File: src/rtl/batrider_snd_cmd.sv
// rtl/batrider_snd_cmd.sv - 68k-side sound command mailbox: command latches, SND_CS pulse,
// bus hold until the Z80 clears NMI or a timeout expires, and reply/status readback.
module batrider_snd_cmd #(
  parameter int          CS_W    = 4,
  parameter logic [19:0] TIMEOUT = 20'd786432
) (
  input  logic       CLK96,
  input  logic       RESET96,
  input  logic       CPU_STB,
  input  logic       CPU_RNW,
  input  logic [1:0] CPU_A,
  input  logic [7:0] CPU_DIN,
  output logic [7:0] CPU_DOUT,
  output logic       CPU_DTACK,
  output logic [7:0] SOUNDLATCH,
  output logic [7:0] SOUNDLATCH2,
  output logic       SND_CS,
  input  logic       SND_WAIT,
  input  logic [7:0] SOUNDLATCH3,
  input  logic [7:0] SOUNDLATCH4,
  input  logic       SNDIRQ,
  output logic       BUSY
);

  typedef enum logic [1:0] {S_IDLE, S_PULSE, S_HOLD, S_ACK} state_t;

  localparam logic [3:0]  CS_LAST = 4'(CS_W - 1);
  localparam logic [19:0] TO_LAST = TIMEOUT - 20'd1;

  state_t      state_q, state_d;
  logic [7:0]  latch1_q, latch1_d;
  logic [7:0]  latch2_q, latch2_d;
  logic [7:0]  dout_q, dout_d;
  logic        snd_cs_q, snd_cs_d;
  logic        dtack_q, dtack_d;
  logic        busy_q, busy_d;
  logic        reply_q, reply_d;
  logic        timeout_q, timeout_d;
  logic        seen_wait_q, seen_wait_d;
  logic        sndirq_prev_q, sndirq_prev_d;
  logic [3:0]  pulse_cnt_q, pulse_cnt_d;
  logic [19:0] to_cnt_q, to_cnt_d;
  logic        reply_clr;

  always_comb begin
    state_d       = state_q;
    latch1_d      = latch1_q;
    latch2_d      = latch2_q;
    dout_d        = dout_q;
    snd_cs_d      = snd_cs_q;
    dtack_d       = dtack_q;
    busy_d        = busy_q;
    timeout_d     = timeout_q;
    seen_wait_d   = seen_wait_q;
    pulse_cnt_d   = pulse_cnt_q;
    to_cnt_d      = to_cnt_q;
    sndirq_prev_d = SNDIRQ;
    reply_clr     = 1'b0;

    unique case (state_q)
      S_IDLE: begin
        if (CPU_STB) begin
          busy_d = 1'b1;
          if (!CPU_RNW && !CPU_A[1]) begin
            if (CPU_A[0]) latch2_d = CPU_DIN;
            else          latch1_d = CPU_DIN;
            state_d     = S_PULSE;
            snd_cs_d    = 1'b1;
            pulse_cnt_d = 4'd0;
            to_cnt_d    = 20'd0;
            seen_wait_d = 1'b0;
          end else begin
            state_d = S_ACK;
            dtack_d = 1'b1;
            if (CPU_RNW) begin
              unique case (CPU_A)
                2'd0: begin
                  dout_d    = SOUNDLATCH3;
                  reply_clr = 1'b1;
                end
                2'd1:    dout_d = SOUNDLATCH4;
                2'd2:    dout_d = {5'b0, timeout_q, reply_q, busy_q};
                default: dout_d = 8'hFF;
              endcase
            end else if (CPU_A == 2'd2) begin
              if (CPU_DIN[0]) reply_clr = 1'b1;
              if (CPU_DIN[1]) timeout_d = 1'b0;
            end
          end
        end
      end
      S_PULSE: begin
        if (SND_WAIT) seen_wait_d = 1'b1;
        if (pulse_cnt_q == CS_LAST) begin
          state_d  = S_HOLD;
          snd_cs_d = 1'b0;
        end else begin
          pulse_cnt_d = pulse_cnt_q + 4'd1;
        end
      end
      S_HOLD: begin
        if (SND_WAIT) seen_wait_d = 1'b1;
        to_cnt_d = to_cnt_q + 20'd1;
        // A completed handshake wins over a timeout landing in the same cycle.
        if (seen_wait_q && !SND_WAIT) begin
          state_d = S_ACK;
        end else if (to_cnt_q == TO_LAST) begin
          state_d   = S_ACK;
          timeout_d = 1'b1;
        end
      end
      default: begin
        // Writes arrive here with dtack low and spend one extra cycle before acknowledging.
        if (dtack_q) begin
          dtack_d = 1'b0;
          busy_d  = 1'b0;
          state_d = S_IDLE;
        end else begin
          dtack_d = 1'b1;
        end
      end
    endcase

    reply_d = (reply_q & ~reply_clr) | (SNDIRQ & ~sndirq_prev_q);
  end

  always_ff @(posedge CLK96) begin
    if (RESET96) begin
      state_q       <= S_IDLE;
      latch1_q      <= 8'h00;
      latch2_q      <= 8'h00;
      dout_q        <= 8'hFF;
      snd_cs_q      <= 1'b0;
      dtack_q       <= 1'b0;
      busy_q        <= 1'b0;
      reply_q       <= 1'b0;
      timeout_q     <= 1'b0;
      seen_wait_q   <= 1'b0;
      sndirq_prev_q <= 1'b0;
      pulse_cnt_q   <= 4'd0;
      to_cnt_q      <= 20'd0;
    end else begin
      state_q       <= state_d;
      latch1_q      <= latch1_d;
      latch2_q      <= latch2_d;
      dout_q        <= dout_d;
      snd_cs_q      <= snd_cs_d;
      dtack_q       <= dtack_d;
      busy_q        <= busy_d;
      reply_q       <= reply_d;
      timeout_q     <= timeout_d;
      seen_wait_q   <= seen_wait_d;
      sndirq_prev_q <= sndirq_prev_d;
      pulse_cnt_q   <= pulse_cnt_d;
      to_cnt_q      <= to_cnt_d;
    end
  end

  assign CPU_DOUT    = dout_q;
  assign CPU_DTACK   = dtack_q;
  assign SOUNDLATCH  = latch1_q;
  assign SOUNDLATCH2 = latch2_q;
  assign SND_CS      = snd_cs_q;
  assign BUSY        = busy_q;

endmodule

File: config.mk
export PLATFORM = sky130hd
export DESIGN_NAME = batrider_snd_cmd
export DESIGN_NICKNAME = d
export VERILOG_FILES = /design/src/rtl/batrider_snd_cmd.sv
export SDC_FILE = /design/constraint.sdc
export NUM_CORES = 1
export LEC_CHECK = 0
export BUFFER_PORTS_ARGS = -buffer_cell sky130_fd_sc_hd__buf_2
export CAP_MARGIN = 20
export CORE_MARGIN = 8
export CORE_UTILIZATION = 35
export CTS_CLUSTER_DIAMETER = 120
export DETAILED_ROUTE_END_ITERATION = 12
export GPL_TIMING_DRIVEN = 0
export SETUP_SLACK_MARGIN = 0.1
export SYNTH_ARGS = -nofsm -noshare
export SYNTH_HDL_FRONTEND = slang
export SYNTH_SLANG_ARGS = --single-unit
File: constraint.sdc
create_clock -name CLK96 -period 3.35 [get_ports CLK96]
set_input_delay 0.5025 -clock CLK96 [delete_from_list [all_inputs] [get_ports CLK96]]
set_output_delay 0.5025 -clock CLK96 [all_outputs]
set_load 0.005 [all_outputs]
After elaboration in Yosys (flattened, before gate mapping)
Cells that the tools add are included.

storage, ports and cells
  bits in registers = 57
  input port bits = 32
  output and inout bits = 27
  logic and storage cells = 110

cells by class
  add/subtract/negate cells = 2
  equal/unequal tests = 18
  muxes and demuxes = 45
  bitwise gates (word level) = 8
  reductions and logical operators = 24

operator list
  cell                                                  count
  2-to-1 mux 20 bit                                     2
  case mux 20 bit (2 select lines)                      1
  AND reduction 4 bit                                   7
  2-to-1 mux 1 bit                                      25
  case mux 8 bit (3 select lines)                       1
  adder 20 x 1 -> 20 bit (second input constant)        1
  equality test 20 bit (second input constant)          1
  inequality test 2 bit (second input constant)         10
  2-to-1 mux 2 bit                                      6
  2-to-1 mux 4 bit                                      3
  case mux 1 bit (2 select lines)                       5
  AND reduction 3 bit                                   3
  case mux 4 bit (2 select lines)                       1
  AND reduction 8 bit                                   1
  nonzero test 2 bit                                    4
  case mux 2 bit (3 select lines)                       1
  NOT 1 bit                                             5
  adder 4 x 1 -> 4 bit (second input constant)          1
  equality test 2 x 1 -> 1 bit (second input constant)  2
  equality test 2 bit (second input constant)           2
  equality test 4 x 2 -> 1 bit (second input constant)  1
  zero test 2 bit                                       2
  nonzero test 4 bit                                    1
  zero test 1 bit                                       3
  other kinds (6)                                       8

Depth between registers and ports, before layout
  depth in word-level cells = 9
  mapped depth = 9
  depth with buffers taken out = 6

Least setup slack after synthesis
Ideal clock, no wire load.

  path kind = register to register
  from = reg state_q[0]
  to = reg to_cnt_q[17]
  setup time = 70 ps
  arrival = 1,900 ps
  data required time = 3,280 ps
  path slack = 1,380 ps
  cell stages (with the launch flop) = 8
  clock period less this slack = 1,970 ps
  path through = dfxtp_1 -> inv_1 -> ha_1 -> buf_6 -> nand2b_1 -> a2111o_1 -> or4_1 -> a21oi_1

between the ends
  longest elaborated chain between the ends = 3
  elaborated cells between the ends (all ways) = 7
  classes of those cells = 3 x eq/ne; 1 x mux; 3 x reduce/logical

ends and longest elaborated chain
  item                                                                          RTL line  RTL
  from (decl)                                                                   30        state_t state_q, state_d;
  from (signal assigned)                                                        143       state_q <= state_d;
  equality test 2 bit or zero test 2 bit (tied branches)                        60        unique case (state_q)
  nonzero test 2 bit (no source line) or inequality test 2 bit (tied branches)  -
  AND reduction 3 bit (no source line)                                          -
  to (signal assigned)                                                          155       to_cnt_q <= to_cnt_d;
  to (decl)                                                                     42        logic [19:0] to_cnt_q, to_cnt_d;

Several ways; a longest one is shown, not always the timed one.
A chain may end at the register's enable or synchronous reset.

Worst setup path after layout
  from = reg state_q[0]
  to = reg to_cnt_q[19]

The elaborated chain is that of the path after synthesis.

==> results.ini <==
[die]
die_x_um = 105
core-area_mm2 = 0.00769
dieArea_mm2 = 0.0110
die_y_um = 105
io_pins = 59
initial_core_util_pct = 35.8
rows = 32

[place]
gp_congestion = 0.748
io_buffers = 58
dp.cells = 486
hpwl_um = 5290

[grt]
antenna_found_initial = 0
grt_max_degree = 12
grt_overflow = 0
grt_pass1_wl_um = 12400
grt_pass1_vias = 2607
track_usage_pct = 13.5

[power_and_ir_drop]
intPower_uw = 1320
sw_frac_of_total_pct = 33.7
leakagePower_uw = 0.00125
vdd_drop_max_v = 0.000215
p_switching_uw = 669
p_comb_share_pct = 28.9
power_frac_clock_pct = 31.9
p_per_area_mw_per_mm2 = 590
seq_power_share_pct = 39.2

[logic_synthesis]
synth_top_family_by_area = compound AO/OA/AOI/OAI gates
yosys.area.top_type_share_pct = 41.4
synth.distinct_cells = 50
synth_simple_gate_area_share_pct = 23.1
synth_area_leaders = dfxtp_1, a21oi_1, nand2_1
yosysSeqAreaShare_pct = 41.4
synth.avg_cell_area_um2 = 8.45
synth_top_cell_by_area = dfxtp_1
syn_area_mm2 = 0.00275
synth_compound_area_share_pct = 23.2
synth_nets = 364
synth_edf_count = 0
ys_dominant_reg_cell = dfxtp_1
synth_fa_ha_area_share_pct = 2.73
syn_inst = 326
synth_xor_area_share_pct = 2.54
yosys_warnings = 0
ys_seq_elements = 57
synthArstFlopShare_pct = 0
synthMuxAreaShare_pct = 2.77

[critical_path]
critPathCaptureType = register
start_kind = register
slowest_delay_ns = 0.50
critPathBufInv = 2
crit_chain = inv_1 -> ha_1 -> buf_6 -> nand2b_1 -> a2111o_1 -> or4_1 -> a21oi_1
path_max_fanout = 9
critPathTopFamily = compound AO/OA/AOI/OAI gates
ff2ff_setup_slack_ns = 1.19
timing_worst_setup_path_type = register to register
critical_path_required_ns = 3.61
crit_slowest_cell = a2111o_1
arrival_ns = 2.43

[cells_and_area]
layout_commonest_cell = buf_2
drive_above_1_share_pct = 22.0
antennaDiodeCount = 0
instances_no_fill = 502
mostFrequentLayoutCells = buf_2, dfxtp_1, a21oi_1
seq_area_mm2 = 0.00114
layout.nets = 433
syn_to_final_growth_pct = 22.3
multi_input_area_mm2 = 0.00150
nFillCells = 814

[detailed_routing]
viasPerCell = 5.19
post_drt_wl_per_cell_um = 14.6
wl_met3_um = 505
first_pass_iters = 4
routed.top_layer = met4
wl_met2_um = 3160
vias = 2606
wl_met1_um = 3570
first_iter_violations = 142
drtAntennaViolNets = 0
finalWirelength_um = 7330
drc = 0

[clock_network]
cts_tree = done
cts_max_level = 3
post_cts_buffers = 0
clock_tree.root_cell = clkbuf_8
cts_resized = 0
clk_pin_slew_ns = 0.07
hold_buffers = 0
cts_buffers = 9
cts_buffer_depth = 2
cts.sinks = 57
clock_latency_ns = 0.33

[timing]
slew_headroom_pct = 62.0
rsz0062_at_grt = no
setup_viol = 0
period_share_pct = 64.5
finalHoldViolations = 0
worst_pin_slew_ns = 0.567
worst_clock_skew_ns = 0.00824
tns_ns = 0
clock.fmax_mhz = 463
slew_violations = 0
finalCriticalPeriod_ns = 2.16

[hold_path]
hold_path.class = primary input to register

[run]
drv_cap = 0

[status]
status = completed

-- power by group through the flow --
stage / clock (uW) / sequential [uW] / combinational (uW)
floorplan: 0 / 790 / 405
global placement: 0 / 793 / 571
detailed placement: 0 / 793 / 575
CTS: 652 / 779 / 578
global route: 684 / 786 / 641
finish: 635 / 779 / 574
-- logic make-up after synthesis --
family          Yosys count
xor+xnor                  8
flops                    57
fa+ha+maj                 6
buf+inv                  27
mux                       7
simple gates            116
compound gates          105
-- metal layers --
metal,vias to the layer above,track usage (%)
li1,1332,-
met1,1201,16.8
met5,-,0
met4,0,4.99
met2,62,20.6
met3,11,5.41
-- per-stage QoR --
stage               total power (uW)  hold slack [ns]  instance area, um^2  setup WS [ns]  utilization [%]
floorplan                       1200            0.428                 2750           1.38                -
global placement                1360            0.440                 3170           1.23             41.3
detailed placement              1370            0.444                 3170           1.22             41.3
CTS                             2010            0.398                 3370           1.18             43.8
global route                    2110            0.410                 3370           1.05             43.8
finish                          1990            0.408                 3370           1.19             43.8
-- layout make-up --
class | instances | area share [%]
plain buffers | 19 | 2.56
clock buffers | 9 | 3.68
clock inverters | 7 | 2.12
inverters | 8 | 0.892
multi-input cells | 242 | 44.4
flip-flops and latches | 57 | 33.9
well taps | 102 | 3.79
repair buffers | 58 | 8.62
-- sequential cells by signal, summed over array words and instances, names as in the netlist --
name,count
SND_CS,1
CPU_DOUT,8
SOUNDLATCH,8
CPU_DTACK,1
to_cnt_q,20
timeout_q,1
sndirq_prev_q,1
state_q,2
seen_wait_q,1
SOUNDLATCH2,8
reply_q,1
pulse_cnt_q,4
BUSY,1
-- worst reg2reg max path: stages (launching register included) --
cell      delay, ns
dfxtp_1        0.39
inv_1          0.08
ha_1           0.20
buf_6          0.14
nand2b_1       0.20
a2111o_1       0.50
or4_1          0.43
a21oi_1        0.15
-- cell usage after synthesis (2+ instances only) --
cell and instances:
o21ai_0 24, inv_1 8, ha_1 6, or3_1 4, nand4b_1 2, and3_1 4
xnor2_1 2, buf_2 3, xor2_1 6, o22ai_1 3, a211o_1 8, clkbuf_1 14
nand4_1 3, nor2b_1 3, nand3_1 15, and4_1 3, nand2b_1 9, mux2_2 5
a21o_1 2, o31ai_1 10, mux2i_1 2, dfxtp_1 57, o211ai_1 5, nor2_1 19
or4_1 8, nand2_1 34, a21oi_1 42, a211oi_1 3
-- path summary, 6_finish.rpt --
path                                startpoint              to  depth (start not counted)
worst max register to register      state_q[0]    to_cnt_q[19]                          7
worst max-delay path                state_q[0]    to_cnt_q[19]                          7
worst min register to register  SOUNDLATCH2[3]  SOUNDLATCH2[3]                          2
worst min-delay path                    SNDIRQ   sndirq_prev_q                          2
No activity file was read; power rests on OpenSTA's default activity.
